--- config.mk ---
export PLATFORM = sky130hd
export DESIGN_NAME = flash_cmd_seq_flat
export DESIGN_NICKNAME = d
export VERILOG_FILES = /design/src/rtl/flash_cmd_seq_if.sv /design/src/rtl/flash_cmd_seq.sv /design/src/flat_wrapper.sv
export SDC_FILE = /design/constraint.sdc
export NUM_CORES = 1
export LEC_CHECK = 0
export BUFFER_PORTS_ARGS = -buffer_cell sky130_fd_sc_hd__buf_2
export CAP_MARGIN = 20
export CORE_MARGIN = 2
export CORE_UTILIZATION = 45
export DETAILED_ROUTE_END_ITERATION = 8
export REMOVE_ABC_BUFFERS = 1
export SLEW_MARGIN = 20
export SYNTH_ARGS = -nofsm -noshare
export SYNTH_HDL_FRONTEND = slang
export SYNTH_SLANG_ARGS = --single-unit
--- constraint.sdc ---
create_clock -name i_clk -period 3.05 [get_ports i_clk]
set_clock_uncertainty 0.1 [all_clocks]
set_input_delay 0.61 -clock i_clk [delete_from_list [all_inputs] [get_ports i_clk]]
set_output_delay 0.61 -clock i_clk [all_outputs]
set_load 0.05 [all_outputs]
--- src/rtl/flash_cmd_seq_if.sv ---
// rtl/flash_cmd_seq_if.sv - bus bundle between CPU slave port, sequencer and flash cfg port
//
// Groups the Wishbone slave signals (i_wb_*, o_wb_*) and the flash controller
// cfg master signals (o_fl_*, i_fl_*) of flash_cmd_seq.
//   slave  : view taken by flash_cmd_seq (accepts CPU cycles, drives cfg port)
//   master : view taken by the surrounding system (CPU and flash controller)
interface flash_cmd_seq_if;
    logic        i_wb_cyc;
    logic        i_wb_stb;
    logic        i_wb_we;
    logic [1:0]  i_wb_addr;
    logic [31:0] i_wb_data;
    logic        o_wb_stall;
    logic        o_wb_ack;
    logic [31:0] o_wb_data;
    logic        o_fl_cyc;
    logic        o_fl_stb;
    logic [8:0]  o_fl_data;
    logic        i_fl_stall;
    logic        i_fl_ack;
    logic [7:0]  i_fl_data;

    modport slave (
        input  i_wb_cyc, i_wb_stb, i_wb_we, i_wb_addr, i_wb_data,
        output o_wb_stall, o_wb_ack, o_wb_data,
        output o_fl_cyc, o_fl_stb, o_fl_data,
        input  i_fl_stall, i_fl_ack, i_fl_data
    );

    modport master (
        output i_wb_cyc, i_wb_stb, i_wb_we, i_wb_addr, i_wb_data,
        input  o_wb_stall, o_wb_ack, o_wb_data,
        input  o_fl_cyc, o_fl_stb, o_fl_data,
        output i_fl_stall, i_fl_ack, i_fl_data
    );
endinterface

--- src/rtl/flash_cmd_seq.sv ---
// rtl/flash_cmd_seq.sv - SPI flash command sequencer (WREN/erase/program/RDSR with WIP polling)
//
// Ports:
//   i_clk      system clock
//   i_reset_n  asynchronous active-low reset
//   bus        flash_cmd_seq_if.slave: Wishbone slave (regs 0=CMD/STATUS, 1=ADDR,
//              2=DATA) and flash controller cfg master (o_fl_data[8]=1 sends a
//              byte with CS low, 9'h000 releases CS)
// Parameters:
//   LGTIMEOUT  width of the WIP poll counter; poll abandoned after 2^LGTIMEOUT-1 reads
//   PROT_ADDR  lowest writable byte address when write protection is built in
// Build option:
//   FLASH_CMD_SEQ_WPROT_EN  refuse ERASE/PROG below PROT_ADDR
module flash_cmd_seq #(
    parameter int          LGTIMEOUT = 24,
    parameter logic [23:0] PROT_ADDR = 24'h100000
) (
    input logic            i_clk,
    input logic            i_reset_n,
    flash_cmd_seq_if.slave bus
);
    localparam logic [3:0] S_IDLE     = 4'd0;
    localparam logic [3:0] S_PRE_REL  = 4'd1;
    localparam logic [3:0] S_WREN     = 4'd2;
    localparam logic [3:0] S_WREN_REL = 4'd3;
    localparam logic [3:0] S_CMD      = 4'd4;
    localparam logic [3:0] S_CMD_REL  = 4'd5;
    localparam logic [3:0] S_POLL_CMD = 4'd6;
    localparam logic [3:0] S_POLL_RD  = 4'd7;
    localparam logic [3:0] S_POLL_REL = 4'd8;
    localparam logic [3:0] S_DONE     = 4'd9;

    // Last poll before the counter would saturate.
    localparam logic [LGTIMEOUT-1:0] TMO_LAST = {{(LGTIMEOUT-1){1'b1}}, 1'b0};

    logic [3:0]           state;
    logic [23:0]          addr;
    logic [31:0]          data;
    logic [7:0]           status;
    logic                 err, ovr;
    logic                 need_rel;   // an aborted transfer may have left CS low
    logic                 op_prog, op_rdsr;
    logic [2:0]           byte_idx;
    logic [6:0]           wd;         // cycles waited for the current ack
    logic [LGTIMEOUT-1:0] tmo;

    logic        busy, wb_wr, cmd_wr, wp_block;
    logic [23:0] tx_addr;
    logic [7:0]  cmd_byte;
    logic [8:0]  step_data;
    logic [31:0] rd_mux;

    assign busy   = (state != S_IDLE) && (state != S_DONE);
    assign wb_wr  = bus.i_wb_cyc && bus.i_wb_stb && bus.i_wb_we;
    assign cmd_wr = wb_wr && (bus.i_wb_addr == 2'd0);
    assign bus.o_wb_stall = 1'b0;

`ifdef FLASH_CMD_SEQ_WPROT_EN
    assign wp_block = ((bus.i_wb_data[1:0] == 2'b01) || (bus.i_wb_data[1:0] == 2'b10))
                      && (addr < PROT_ADDR);
`else
    // Protection compiled out: no address is refused.
    assign wp_block = 1'b0 & (addr < PROT_ADDR);
`endif

    always_comb begin
        // Page program works on whole words; erase passes the address through.
        tx_addr = op_prog ? {addr[23:2], 2'b00} : addr;
        cmd_byte = 8'h00;
        case (byte_idx)
            3'd0: cmd_byte = op_prog ? 8'h02 : 8'h20;
            3'd1: cmd_byte = tx_addr[23:16];
            3'd2: cmd_byte = tx_addr[15:8];
            3'd3: cmd_byte = tx_addr[7:0];
            3'd4: cmd_byte = data[31:24];
            3'd5: cmd_byte = data[23:16];
            3'd6: cmd_byte = data[15:8];
            3'd7: cmd_byte = data[7:0];
            default: cmd_byte = 8'h00;
        endcase
        step_data = 9'h000;
        case (state)
            S_WREN:     step_data = 9'h106;
            S_CMD:      step_data = {1'b1, cmd_byte};
            S_POLL_CMD: step_data = 9'h105;
            S_POLL_RD:  step_data = 9'h1FF;
            default:    step_data = 9'h000;
        endcase
        rd_mux = 32'h0;
        case (bus.i_wb_addr)
            2'd0:    rd_mux = {16'h0, status, 4'h0, err, ovr, busy, 1'b0};
            2'd1:    rd_mux = {8'h0, addr};
            2'd2:    rd_mux = data;
            default: rd_mux = 32'h0;
        endcase
    end

    always_ff @(posedge i_clk or negedge i_reset_n) begin
        if (!i_reset_n) begin
            state         <= S_IDLE;
            bus.o_wb_ack  <= 1'b0;
            bus.o_wb_data <= 32'h0;
            bus.o_fl_cyc  <= 1'b0;
            bus.o_fl_stb  <= 1'b0;
            bus.o_fl_data <= 9'h000;
            err           <= 1'b0;
            ovr           <= 1'b0;
            status        <= 8'h00;
            addr          <= 24'h0;
            data          <= 32'h0;
            need_rel      <= 1'b0;
            op_prog       <= 1'b0;
            op_rdsr       <= 1'b0;
            byte_idx      <= 3'd0;
            wd            <= 7'd0;
            tmo           <= '0;
        end else begin
            bus.o_wb_ack <= bus.i_wb_stb;
            if (bus.i_wb_stb)
                bus.o_wb_data <= rd_mux;

            // Master side: one transfer in flight; cyc low for one cycle between steps.
            if (bus.o_fl_cyc) begin
                if (bus.o_fl_stb && !bus.i_fl_stall)
                    bus.o_fl_stb <= 1'b0;
                if (bus.i_fl_ack) begin
                    bus.o_fl_cyc <= 1'b0;
                    bus.o_fl_stb <= 1'b0;
                    case (state)
                        S_PRE_REL: begin
                            need_rel <= 1'b0;
                            state    <= op_rdsr ? S_POLL_CMD : S_WREN;
                        end
                        S_WREN:     state <= S_WREN_REL;
                        S_WREN_REL: begin
                            byte_idx <= 3'd0;
                            state    <= S_CMD;
                        end
                        S_CMD: begin
                            if (byte_idx == (op_prog ? 3'd7 : 3'd3))
                                state <= S_CMD_REL;
                            byte_idx <= byte_idx + 3'd1;
                        end
                        S_CMD_REL:  state <= S_POLL_CMD;
                        S_POLL_CMD: state <= S_POLL_RD;
                        S_POLL_RD: begin
                            status <= bus.i_fl_data;
                            state  <= S_POLL_REL;
                        end
                        S_POLL_REL: begin
                            if (op_rdsr || !status[0]) begin
                                state <= S_DONE;
                            end else if (tmo == TMO_LAST) begin
                                tmo   <= tmo + 1'b1;
                                err   <= 1'b1;
                                state <= S_IDLE;
                            end else begin
                                tmo   <= tmo + 1'b1;
                                state <= S_POLL_CMD;
                            end
                        end
                        default: state <= S_IDLE;
                    endcase
                end else if (wd == 7'd127) begin
                    // Controller never answered: give up and deselect on the next op.
                    bus.o_fl_cyc <= 1'b0;
                    bus.o_fl_stb <= 1'b0;
                    err          <= 1'b1;
                    need_rel     <= 1'b1;
                    state        <= S_IDLE;
                end else begin
                    wd <= wd + 7'd1;
                end
            end else if (state == S_DONE) begin
                state <= S_IDLE;
            end else if (state != S_IDLE) begin
                bus.o_fl_cyc  <= 1'b1;
                bus.o_fl_stb  <= 1'b1;
                bus.o_fl_data <= step_data;
                wd            <= 7'd0;
            end

            // Slave register writes; a start here overrides the DONE->IDLE step.
            if (cmd_wr) begin
                if (busy) begin
                    ovr <= 1'b1;
                end else if (bus.i_wb_data[1:0] == 2'b00) begin
                    err <= 1'b0;
                    ovr <= 1'b0;
                end else if (wp_block) begin
                    err <= 1'b1;
                end else begin
                    op_prog <= (bus.i_wb_data[1:0] == 2'b10);
                    op_rdsr <= (bus.i_wb_data[1:0] == 2'b11);
                    tmo     <= '0;
                    if (need_rel)
                        state <= S_PRE_REL;
                    else if (bus.i_wb_data[1:0] == 2'b11)
                        state <= S_POLL_CMD;
                    else
                        state <= S_WREN;
                end
            end else if (wb_wr && !busy && (bus.i_wb_addr == 2'd1)) begin
                addr <= bus.i_wb_data[23:0];
            end else if (wb_wr && !busy && (bus.i_wb_addr == 2'd2)) begin
                data <= bus.i_wb_data;
            end
        end
    end
endmodule

--- src/flat_wrapper.sv ---
// flat-port wrapper written by rule: the top's interface ports become plain ports
module flash_cmd_seq_flat 
#(
    parameter int          LGTIMEOUT = 24,
    parameter logic [23:0] PROT_ADDR = 24'h100000
)
  (i_clk, i_reset_n, bus_i_wb_cyc, bus_i_wb_stb, bus_i_wb_we, bus_i_wb_addr, bus_i_wb_data, bus_o_wb_stall, bus_o_wb_ack, bus_o_wb_data, bus_o_fl_cyc, bus_o_fl_stb, bus_o_fl_data, bus_i_fl_stall, bus_i_fl_ack, bus_i_fl_data);
  flash_cmd_seq_if bus_i ();
  input logic i_clk;
  input logic i_reset_n;
  input wire logic [$bits(bus_i.i_wb_cyc)-1:0] bus_i_wb_cyc;
  input wire logic [$bits(bus_i.i_wb_stb)-1:0] bus_i_wb_stb;
  input wire logic [$bits(bus_i.i_wb_we)-1:0] bus_i_wb_we;
  input wire logic [$bits(bus_i.i_wb_addr)-1:0] bus_i_wb_addr;
  input wire logic [$bits(bus_i.i_wb_data)-1:0] bus_i_wb_data;
  output wire logic [$bits(bus_i.o_wb_stall)-1:0] bus_o_wb_stall;
  output wire logic [$bits(bus_i.o_wb_ack)-1:0] bus_o_wb_ack;
  output wire logic [$bits(bus_i.o_wb_data)-1:0] bus_o_wb_data;
  output wire logic [$bits(bus_i.o_fl_cyc)-1:0] bus_o_fl_cyc;
  output wire logic [$bits(bus_i.o_fl_stb)-1:0] bus_o_fl_stb;
  output wire logic [$bits(bus_i.o_fl_data)-1:0] bus_o_fl_data;
  input wire logic [$bits(bus_i.i_fl_stall)-1:0] bus_i_fl_stall;
  input wire logic [$bits(bus_i.i_fl_ack)-1:0] bus_i_fl_ack;
  input wire logic [$bits(bus_i.i_fl_data)-1:0] bus_i_fl_data;
  assign bus_i.i_wb_cyc = bus_i_wb_cyc;
  assign bus_i.i_wb_stb = bus_i_wb_stb;
  assign bus_i.i_wb_we = bus_i_wb_we;
  assign bus_i.i_wb_addr = bus_i_wb_addr;
  assign bus_i.i_wb_data = bus_i_wb_data;
  assign bus_o_wb_stall = bus_i.o_wb_stall;
  assign bus_o_wb_ack = bus_i.o_wb_ack;
  assign bus_o_wb_data = bus_i.o_wb_data;
  assign bus_o_fl_cyc = bus_i.o_fl_cyc;
  assign bus_o_fl_stb = bus_i.o_fl_stb;
  assign bus_o_fl_data = bus_i.o_fl_data;
  assign bus_i.i_fl_stall = bus_i_fl_stall;
  assign bus_i.i_fl_ack = bus_i_fl_ack;
  assign bus_i.i_fl_data = bus_i_fl_data;
  flash_cmd_seq #(.LGTIMEOUT(LGTIMEOUT), .PROT_ADDR(PROT_ADDR)) u_core (.i_clk(i_clk), .i_reset_n(i_reset_n), .bus(bus_i));
endmodule
==> results of run 1 <==
[layout make-up]
cell class / count / area (sq um)
Fill cell: 1442 / 7260
Sequential cell: 151 / 3780
Multi-Input combinational cell: 481 / 3290
Timing Repair Buffer: 113 / 637
Clock buffer: 22 / 474
Tap cell: 216 / 270
Clock inverter: 10 / 96.3
Inverter: 21 / 78.8
[flip-flops by register name, summed over array words and instances, names as in the netlist]
signal                cells
u_core.op_rdsr            1
u_core.err                1
u_core.bus.o_wb_ack       1
u_core.state              4
u_core.bus.o_wb_data     32
u_core.tmo               24
u_core.bus.o_fl_data      9
u_core.ovr                1
u_core.byte_idx           3
u_core.bus.o_fl_cyc       1
u_core.addr              24
u_core.data              32
u_core.status             8
u_core.bus.o_fl_stb       1
u_core.need_rel           1
u_core.wd                 7
u_core.op_prog            1
[path summary, 6_finish.rpt]
| path | from | end | slack [ps] | cells after the start |
|---|---|---|---|---|
| min reg2reg | u_core.status[2] | u_core.status[2] | 400 | 1 |
| min in group i_clk | bus_i_fl_data[7] | u_core.status[7] | 310 | 2 |
| max in group asynchronous | i_reset_n | u_core.data[13] | 2010 | 2 |
| max reg2reg | u_core.state[0] | u_core.tmo[9] | 370 | 5 |
| min | i_reset_n | u_core.tmo[17] | 90 | 1 |
| max | u_core.state[0] | u_core.tmo[9] | 370 | 5 |
[power breakdown]
group	switching [mW]	internal (mW)
clock	0.827	1.19
sequential	0.478	2.61
combinational	1.57	0.966
[placed cells by master, fill, tap and decap left out, types with 9 or more instances in the layout]
master,count
nand3_1,34
clkbuf_16,17
a21oi_1,68
o31ai_1,12
mux2_2,75
o21ai_0,36
nor2_1,60
ha_1,9
nand2_1,32
dfrtp_1,151
buf_4,20
or4_1,13
inv_1,21
buf_2,91
xnor2_1,9
mux2i_1,11
a22oi_1,16
or3_1,10
[critical path, delay by kind of cell, from the launching register on]
family / cells / cell delay, ps
DFF: 1 / 380
buffers and inverters: 1 / 230
and+or+nand+nor: 3 / 1720
AOI/OAI and AO/OA: 1 / 160
[per-layer routing]
metal  global-route usage [%]  vias up
met1                     30.7     2902
met5                        0        -
met4                     7.13        0
li1                         -     2731
met2                     36.3      150
met3                     4.40       26
[kinds of logic (layout without fill, tap and decap cells)]
family / Yosys count / after routing
multiplexers: 86 / 86
flip-flops: 151 / 151
AO/OA/AOI/OAI: 174 / 174
other: 1 / 1
AND/OR/NAND/NOR: 199 / 199
buffers and inverters: 69 / 166
adder cells (fa/ha/maj): 9 / 9
XOR/XNOR: 12 / 12
==> results.tsv, run 1 <==
stage	metric	value	unit
status	status	complete, no violations	
logic_synthesis	synth_top_family_by_area	compound AO/OA/AOI/OAI gates	
logic_synthesis	synth_ff_type	dfrtp_1	
timing	max_slew_margin	42.5	%
final_layout	final_util	54.3	%
routing	drt-total-wl	18.9	mm
logic_synthesis	synth_seq_cells	151	
logic_synthesis	synth-xor-area-share	1.43	%
global_route	overflow	0	
min_path	hold_path.class	in -> async	
logic_synthesis	synth-simple-area-share	13.9	%
critical_path	worstPathRequired	3300	ps
logic_synthesis	synth_top_area_share	51.5	%
floorplan	coreArea	15900	sq um
floorplan	dieArea	17300	sq um
timing	finalSetupTns	0	ps
timing	worst_pin_slew	857	ps
pwr	p_leak	3.88	nW
routing	met2_length	9.09	mm
critical_path	crit_path_end_kind	register	
timing	worst_hold_slack	88.0	ps
timing	fmax	0.374	GHz
routing	viasPerCell	5.73	
job	max_cap_viol_count	0	
critical_path	path_cells	or4b_1 -> or4_1 -> buf_4 -> or3_1 -> a21oi_1	
logic_synthesis	synth_most_common_cell	dfrtp_1	
clock_tree	cts-buffers-inserted	17	
routing	met3RoutedLength	761	um
floorplan	io_pins	94	
pwr	power.total	7.63	mW
clock_tree	cts_root_buf	clkbuf_16	
routing	drt_iter0_drc	489	
placed_design	gp_congestion	0.870	
clock_tree	cts_setup_buffers	0	
routing	first_pass_iters	5	
critical_path	critPathArrivalTime	2920	ps
final_layout	antenna_cells	0	
critical_path	cp_max_fo	10	
floorplan	die_y	132	um
pwr	ir_worst_vdd	0.000479	V
logic_synthesis	synth_warnings	0	
critical_path	critical_path_class	reg -> reg	
routing	wl_met1	8.75	mm
routing	drtAntennaViolNets	0	
placed_design	dpl-instance-area	8050	sq um
placed_design	dpl.hpwl	13.1	mm
logic_synthesis	synth-compound-area-share	14.8	%
critical_path	max_stage_delay	730	ps
global_route	grt_pass1_vias	5775	
clock_tree	clock_path_buffers	2	
routing	vias	5809	
final_layout	drive_above_1_share	28.1	%
clock_tree	path_clk_slew	60	ps
final_layout	fin_nets	843	
critical_path	crit_path_top_delay_cell	or4_1	
logic_synthesis	synth_fa_ha_area_share	1.53	%
clock_tree	clock-sinks	151	
final_layout	final_area	8620	sq um
timing	finalWorstSetupSlack	374	ps
floorplan	die_w	132	um
global_route	grt_pass1_wl	30.5	mm
clock_tree	htreeDepth	4	
floorplan	initial_core_util	46.2	%
timing	finalSetupViolCount	0	
logic_synthesis	synthTopCellsByCount	151 x dfrtp_1, 75 x mux2_2, 68 x a21oi_1	
timing	rsz0062_at_grt	false	
pwr	p_per_area	885	nW/um^2
timing	hold_viol	0	
routing	routed.top_layer	met4	
logic_synthesis	netlist_instances	701	
logic_synthesis	synth_top_area_cell	dfrtp_1	
clock_tree	clk_latency	430	ps
clock_tree	cts_repair_resize_count	0	
timing	finalMaxSlewViolations	0	
logic_synthesis	synth_edf_count	0	
clock_tree	cts_tree	yes	
timing	fin_crit_sh	87.7	%
placed_design	pre_cts_ws	406	ps
logic_synthesis	netlist_area	7340	sq um
global_route	grt_start_max_net_pins	72	
floorplan	rows	46	
final_layout	area_growth	17.5	%
logic_synthesis	postSynthAreaPerCell	10.5	sq um
clock_tree	cts_hold_buf	0	
logic_synthesis	async_flop_share	100	%
final_layout	final_cells	1014	
placed_design	dpl.cell_count	982	
critical_path	worst_setup_path_start_kind	register	
logic_synthesis	yosys-top-cells-area	dfrtp_1 51%, mux2_2 12%, a21oi_1 4.6%	
placed_design	portBuffers	92	
routing	drc	0	
logic_synthesis	synth_mux_area_share	13.0	%
logic_synthesis	ys_seq_area_share	51.5	%
timing	period_needed	2680	ps
routing	post_drt_wl_per_cell	18.7	um
global_route	track_usage	22.4	%
global_route	antenna_found_initial	0	
logic_synthesis	synthDistinctLibCells	59	
Power figures use the tool's default switching activity.
==> inputs of run 2 (changes only) <==
Settings changed: REMOVE_ABC_BUFFERS 1 to default.
==> results.tsv, run 2 (synthesis results as in run 1) <==
stage	metric	value	unit	change
floorplan	initial_core_util	46.2	%	unchanged
timing	finalMaxSlewViolations	0		unchanged
routing	viasPerCell	5.82		+1.7%
clock_tree	htreeDepth	4		unchanged
pwr	intPower	4.80	mW	+0.72%
critical_path	crit_path_end_kind	register		
clock_tree	cts_tree	yes		
critical_path	path_cells	or4b_1 -> or4_1 -> or4_1 -> a21oi_1		
critical_path	crit_top_cell	or4_1		
critical_path	path_buf_inv	0		-1
clock_tree	clock_path_buffers	2		unchanged
job	max_cap_viol_count	0		unchanged
clock_tree	cts_repair_resize_count	0		unchanged
floorplan	coreArea	15900	sq um	unchanged
final_layout	n_fill_cell	1445		+0.21%
routing	drt_iter0_drc	470		-3.9%
clock_tree	clock-sinks	151		unchanged
critical_path	regToRegSetupSlack	420	ps	+40 ps
final_layout	drive_above_1_share	28.3	%	+0.25 points
global_route	grt_pass1_vias	5811		+0.62%
final_layout	layout_common_cells	151 x dfrtp_1, 91 x buf_2, 75 x mux2_2		
global_route	overflow	0		unchanged
placed_design	dpl.hpwl	13.2	mm	+1.4%
final_layout	largestRegisters	u_core.bus.o_wb_data: 32 flops, u_core.data: 32 flops		
min_path	hold_path.class	in -> async		
global_route	grt_pass1_wl	31.5	mm	+3.4%
critical_path	critical-path-top-delay-family	simple AND/OR/NAND/NOR gates		
critical_path	cp_max_fo	17		+7
floorplan	die_w	132	um	unchanged
global_route	track_usage	22.9	%	+0.44 points
clock_tree	cts_setup_buffers	0		unchanged
critical_path	critPathArrivalTime	2880	ps	-40 ps
timing	finalSetupViolCount	0		unchanged
clock_tree	path_clk_slew	60	ps	about the same
timing	period_needed	2630	ps	-44.9 ps
status	status	complete, no violations		
timing	finalSetupTns	0	ps	unchanged
routing	drt-total-wl	19.2	mm	+1.6%
final_layout	multiInputGateArea	3290	sq um	unchanged
clock_tree	cts-buffers-inserted	17		unchanged
critical_path	crit_path_start	u_core.state[0]		
placed_design	gp_congestion	0.832		-4.4%
pwr	clkPwrFrac	26.7	%	+0.3 points
final_layout	regArea	3780	sq um	unchanged
routing	first_pass_iters	6		+1
placed_design	pre_cts_ws	436	ps	+29.8 ps
pwr	power_frac_comb	33.3	%	about the same
pwr	p_leak	3.90	nW	+0.63%
pwr	p_per_area	897	nW/um^2	+1.4%
routing	post_drt_wl_per_cell	19.0	um	+1.6%
floorplan	rows	46		unchanged
timing	worst_pin_slew	837	ps	-20.6 ps
critical_path	critical_path_class	reg -> reg		
final_layout	area_growth	17.9	%	
logic_synthesis	synth_nets	759		
timing	max_slew_margin	43.8	%	+1.4 points
timing	fmax	0.380	GHz	+1.7%
routing	drc	0		unchanged
critical_path	worstPathRequired	3290	ps	about the same
floorplan	io_pins	94		unchanged
final_layout	antenna_cells	0		unchanged
global_route	antenna_found_initial	0		unchanged
final_layout	layout_commonest_cell	dfrtp_1		
critical_path	max_stage_delay	800	ps	+70 ps
final_layout	fin_nets	844		+0.12%
pwr	switchingPower	2.97	mW	+3.4%
routing	vias	5905		+1.7%
floorplan	dieArea	17300	sq um	unchanged
pwr	ir_worst_vdd	0.000523	V	+9.2%
timing	hold_viol	0		unchanged
critical_path	worst_setup_path_start_kind	register		
routing	drtAntennaViolNets	0		unchanged
timing	finalWorstSetupSlack	419	ps	+44.9 ps
critical_path	crit_path_top_delay_cell	or4_1		
pwr	power_frac_seq	40.0	%	-0.4 points
clock_tree	clk_latency	420	ps	about the same
timing	rsz0062_at_grt	false		
floorplan	die_y	132	um	unchanged
clock_tree	cts_root_buf	clkbuf_16		
clock_tree	cts_hold_buf	0		unchanged
critical_path	r2r-start	u_core.state[0]		
placed_design	portBuffers	92		unchanged
pwr	p_sw_share	38.2	%	+0.63 points
timing	fin_crit_sh	86.3	%	-1.5 points
global_route	grt_start_max_net_pins	70		-2.8%
run 2: changes by cell type in the layout (fill, tap and decap cells not counted):
cell / change
clkinvlp_4: -3
clkbuf_1: -2
clkinv_4: +2
inv_6: +2
buf_12: +1
clkinv_2: -1
inv_8: +1
run 2: worst paths after layout:
kind	to	depth (start not counted)
worst max-delay path	u_core.tmo[19]	4
worst min-delay path	u_core.wd[5]	1
worst max register to register	u_core.tmo[19]	4
worst min register to register	u_core.status[1]	1
max in group asynchronous	u_core.bus.o_wb_data[16]	2
min in group i_clk	u_core.data[25]	2
run 2: cell type report:
cell class	instances	area share, %
clock inverter	11	1.33
clock buffer	20	5.39
timing repair buffer	114	7.59
sequential	151	43.7
inverter	21	0.911
multi-input combinational	481	38.0
tap	216	3.12
run 2: through the flow:
stage / instance area, sq um / util (%) / cells / hold slack (ps) / total power [mW]
after CTS: 8650 / 54.5 / 1014 / 110 / 7.80
after global placement: 8070 / 50.8 / 983 / 395 / 5.64
final: 8650 / 54.5 / 1014 / 81.8 / 7.77
after global routing: 8650 / 54.5 / 1014 / 144 / 8.18
after detailed placement: 8070 / 50.8 / 983 / 398 / 5.70
after floorplan: 7340 / - / 701 / 214 / 4.85
run 2: per-layer routing:
metal	share of wire, %	global-route usage (%)	up-vias	routed length (um)
li1	-	-	2737	-
met3	6.0	5.52	23	1160
met2	45	33.6	199	8650
met5	0	0	-	0
met1	47	33.5	2946	9110
met4	1.5	7.25	0	293
run 2: power by group through the flow:
| stage | Combinational, mW | Clock (mW) | Sequential, mW |
|---|---|---|---|
| global route | 2.81 | 2.19 | 3.18 |
| CTS | 2.59 | 2.11 | 3.10 |
| detailed placement | 2.57 | 0 | 3.13 |
| floorplan | 1.38 | 0 | 3.47 |
| finish | 2.58 | 2.08 | 3.10 |
| global placement | 2.54 | 0 | 3.10 |
==> inputs of run 3 (changes only) <==
Settings changed: CORE_ASPECT_RATIO from default to 0.9, CORE_UTILIZATION 45 to 46, PLACE_DENSITY from default to 0.73.
==> results.tsv, run 3 (synthesis results as in run 1) <==
stage	metric	value	unit	change
status	status	complete, no violations		
timing	finalMaxSlewViolations	0		unchanged
clock_tree	cts-buffers-inserted	17		unchanged
global_route	grt_pass1_wl	29.0	mm	-8.0%
clock_tree	clock-sinks	151		unchanged
clock_tree	cts_hold_buf	0		unchanged
routing	viasPerCell	5.75		-1.3%
routing	drt_iter0_drc	541		+15%
floorplan	coreArea	15500	sq um	-2.5%
routing	drtAntennaViolNets	0		unchanged
timing	rsz0062_at_grt	false		
placed_design	portBuffers	92		unchanged
clock_tree	clk_latency	430	ps	about the same
timing	fin_crit_sh	85.7	%	-0.53 points
timing	period_needed	2620	ps	-16.2 ps
pwr	p_leak	3.92	nW	+0.37%
timing	fmax	0.382	GHz	+0.62%
floorplan	dieArea	17000	sq um	-2.1%
final_layout	layout_common_cells	151 x dfrtp_1, 91 x buf_2, 75 x mux2_2		
pwr	switchingPower	2.93	mW	-1.2%
timing	max_slew_margin	48.1	%	+4.2 points
global_route	grt_start_max_net_pins	66		-5.7%
floorplan	die_y	124	um	-6.0%
critical_path	worst_r2r_endpoint	u_core.tmo[19]		
routing	drc	0		unchanged
routing	drt-total-wl	18.3	mm	-5.0%
critical_path	worstPathRequired	3300	ps	about the same
final_layout	regArea	3780	sq um	unchanged
final_layout	n_fill_cell	1362		-5.7%
final_layout	multiInputGateArea	3290	sq um	unchanged
placed_design	dpl.hpwl	12.6	mm	-4.5%
clock_tree	cts_root_buf	clkbuf_16		
clock_tree	path_clk_slew	60	ps	about the same
critical_path	worst_setup_path_start_kind	register		
floorplan	die_w	137	um	+4.1%
routing	first_pass_iters	5		-1
critical_path	regToRegSetupSlack	430	ps	+20 ps
floorplan	initial_core_util	47.4	%	+1.2 points
timing	worst_pin_slew	776	ps	-60.5 ps
critical_path	crit_path_end_kind	register		
clock_tree	cts_repair_resize_count	0		unchanged
job	max_cap_viol_count	0		unchanged
critical_path	r2r-start	u_core.state[0]		
pwr	clkPwrFrac	28.4	%	+1.7 points
routing	vias	5748		-2.7%
global_route	antenna_found_initial	0		unchanged
critical_path	r2r_cells	4		unchanged
critical_path	cp_max_fo	17		unchanged
timing	finalSetupTns	0	ps	unchanged
final_layout	final_util	56.0	%	+1.6 points
pwr	p_sw_share	37.1	%	-1.2 points
pwr	ir_worst_vdd	0.000539	V	+2.9%
global_route	track_usage	22.4	%	-0.50 points
min_path	hold_path.class	in -> async		
global_route	overflow	0		unchanged
final_layout	layout_commonest_cell	dfrtp_1		
floorplan	io_pins	94		unchanged
global_route	grt_pass1_vias	5511		-5.2%
pwr	p_per_area	912	nW/um^2	+1.6%
final_layout	drive_above_1_share	28.3	%	unchanged
clock_tree	cts_tree	yes		
pwr	intPower	4.99	mW	+3.9%
final_layout	largestRegisters	u_core.bus.o_wb_data: 32 flops, u_core.data: 32 flops		
floorplan	rows	43		-6.5%
final_layout	fin_nets	843		-0.12%
logic_synthesis	synth_nets	759		unchanged
critical_path	critPathArrivalTime	2860	ps	-20 ps
clock_tree	clock_path_buffers	2		unchanged
final_layout	area_growth	18.3	%	
pwr	power_frac_seq	39.2	%	-0.8 points
clock_tree	htreeDepth	4		unchanged
critical_path	critical_path_class	reg -> reg		
timing	finalSetupViolCount	0		unchanged
final_layout	antenna_cells	0		unchanged
clock_tree	cts_setup_buffers	0		unchanged
pwr	power_frac_comb	32.4	%	-0.9 points
timing	hold_viol	0		unchanged
routing	post_drt_wl_per_cell	18.3	um	-3.7%
placed_design	gp_congestion	0.903		+8.6%
## run 3: cell types whose count changed in the layout (fill, tap and decap cells not counted), sizes merged
cell,change
clkinvlp,+2
buf,-1
clkinv,-1
bufinv,+3
clkbuf,-2
inv,-1
## run 3: how the worst max path moves through the flow
stage / startpoint / endpoint / slack [ps]
finish: u_core.state[0] / u_core.tmo[19] / 430
CTS: u_core.state[0] / u_core.tmo[19] / 440
global placement: bus_i_fl_ack / u_core.tmo[19] / 490
detailed placement: bus_i_fl_ack / u_core.tmo[19] / 440
floorplan: u_core.state[1] / u_core.tmo[19] / 520
global route: u_core.state[0] / u_core.tmo[16] / 320
## run 3: per-layer routing
metal	vias to the layer above	routed length (um)	global-route usage (%)
li1	2731	-	-
met5	-	0	0
met1	2840	8740	31.9
met4	0	390	8.38
met3	26	815	5.66
met2	151	8320	33.0
## run 3: stage by stage
| stage | instance area [sq um] | hold WS, ps | power, mW | std cells | worst slack, ps |
|---|---|---|---|---|---|
| finish | 8680 | 52.9 | 7.92 | 1000 | 435 |
| global route | 8680 | 80.7 | 8.34 | 1000 | 319 |
| CTS | 8680 | 52.8 | 7.95 | 1000 | 437 |
| detailed placement | 8050 | 405 | 5.66 | 968 | 437 |
| global placement | 8050 | 396 | 5.59 | 968 | 490 |
| floorplan | 7340 | 214 | 4.85 | 701 | 521 |
## run 3: critical path, stage by stage (launching register included)
cell and delay (ps):
dfrtp_1 380, or4b_1 550, or4_1 810, or4_1 550, a21oi_1 150
## run 3: power groups by stage
stage | registers, mW | logic, mW | clock network [mW]
2_1_floorplan | 3.47 | 1.38 | 0
3_3_place_gp | 3.09 | 2.50 | 0
3_5_place_dp | 3.12 | 2.54 | 0
4_1_cts | 3.09 | 2.56 | 2.30
5_1_grt | 3.18 | 2.78 | 2.38
6_report | 3.10 | 2.57 | 2.25
## run 3: layout make-up
type                    instances  share of cell area (%)
clock buffers                  18                    5.06
clock inverters                14                    2.26
inverters                      21                   0.908
multi-input cells             481                    37.9
flip-flops and latches        151                    43.5
well taps                     202                    2.91
repair buffers                113                    7.48
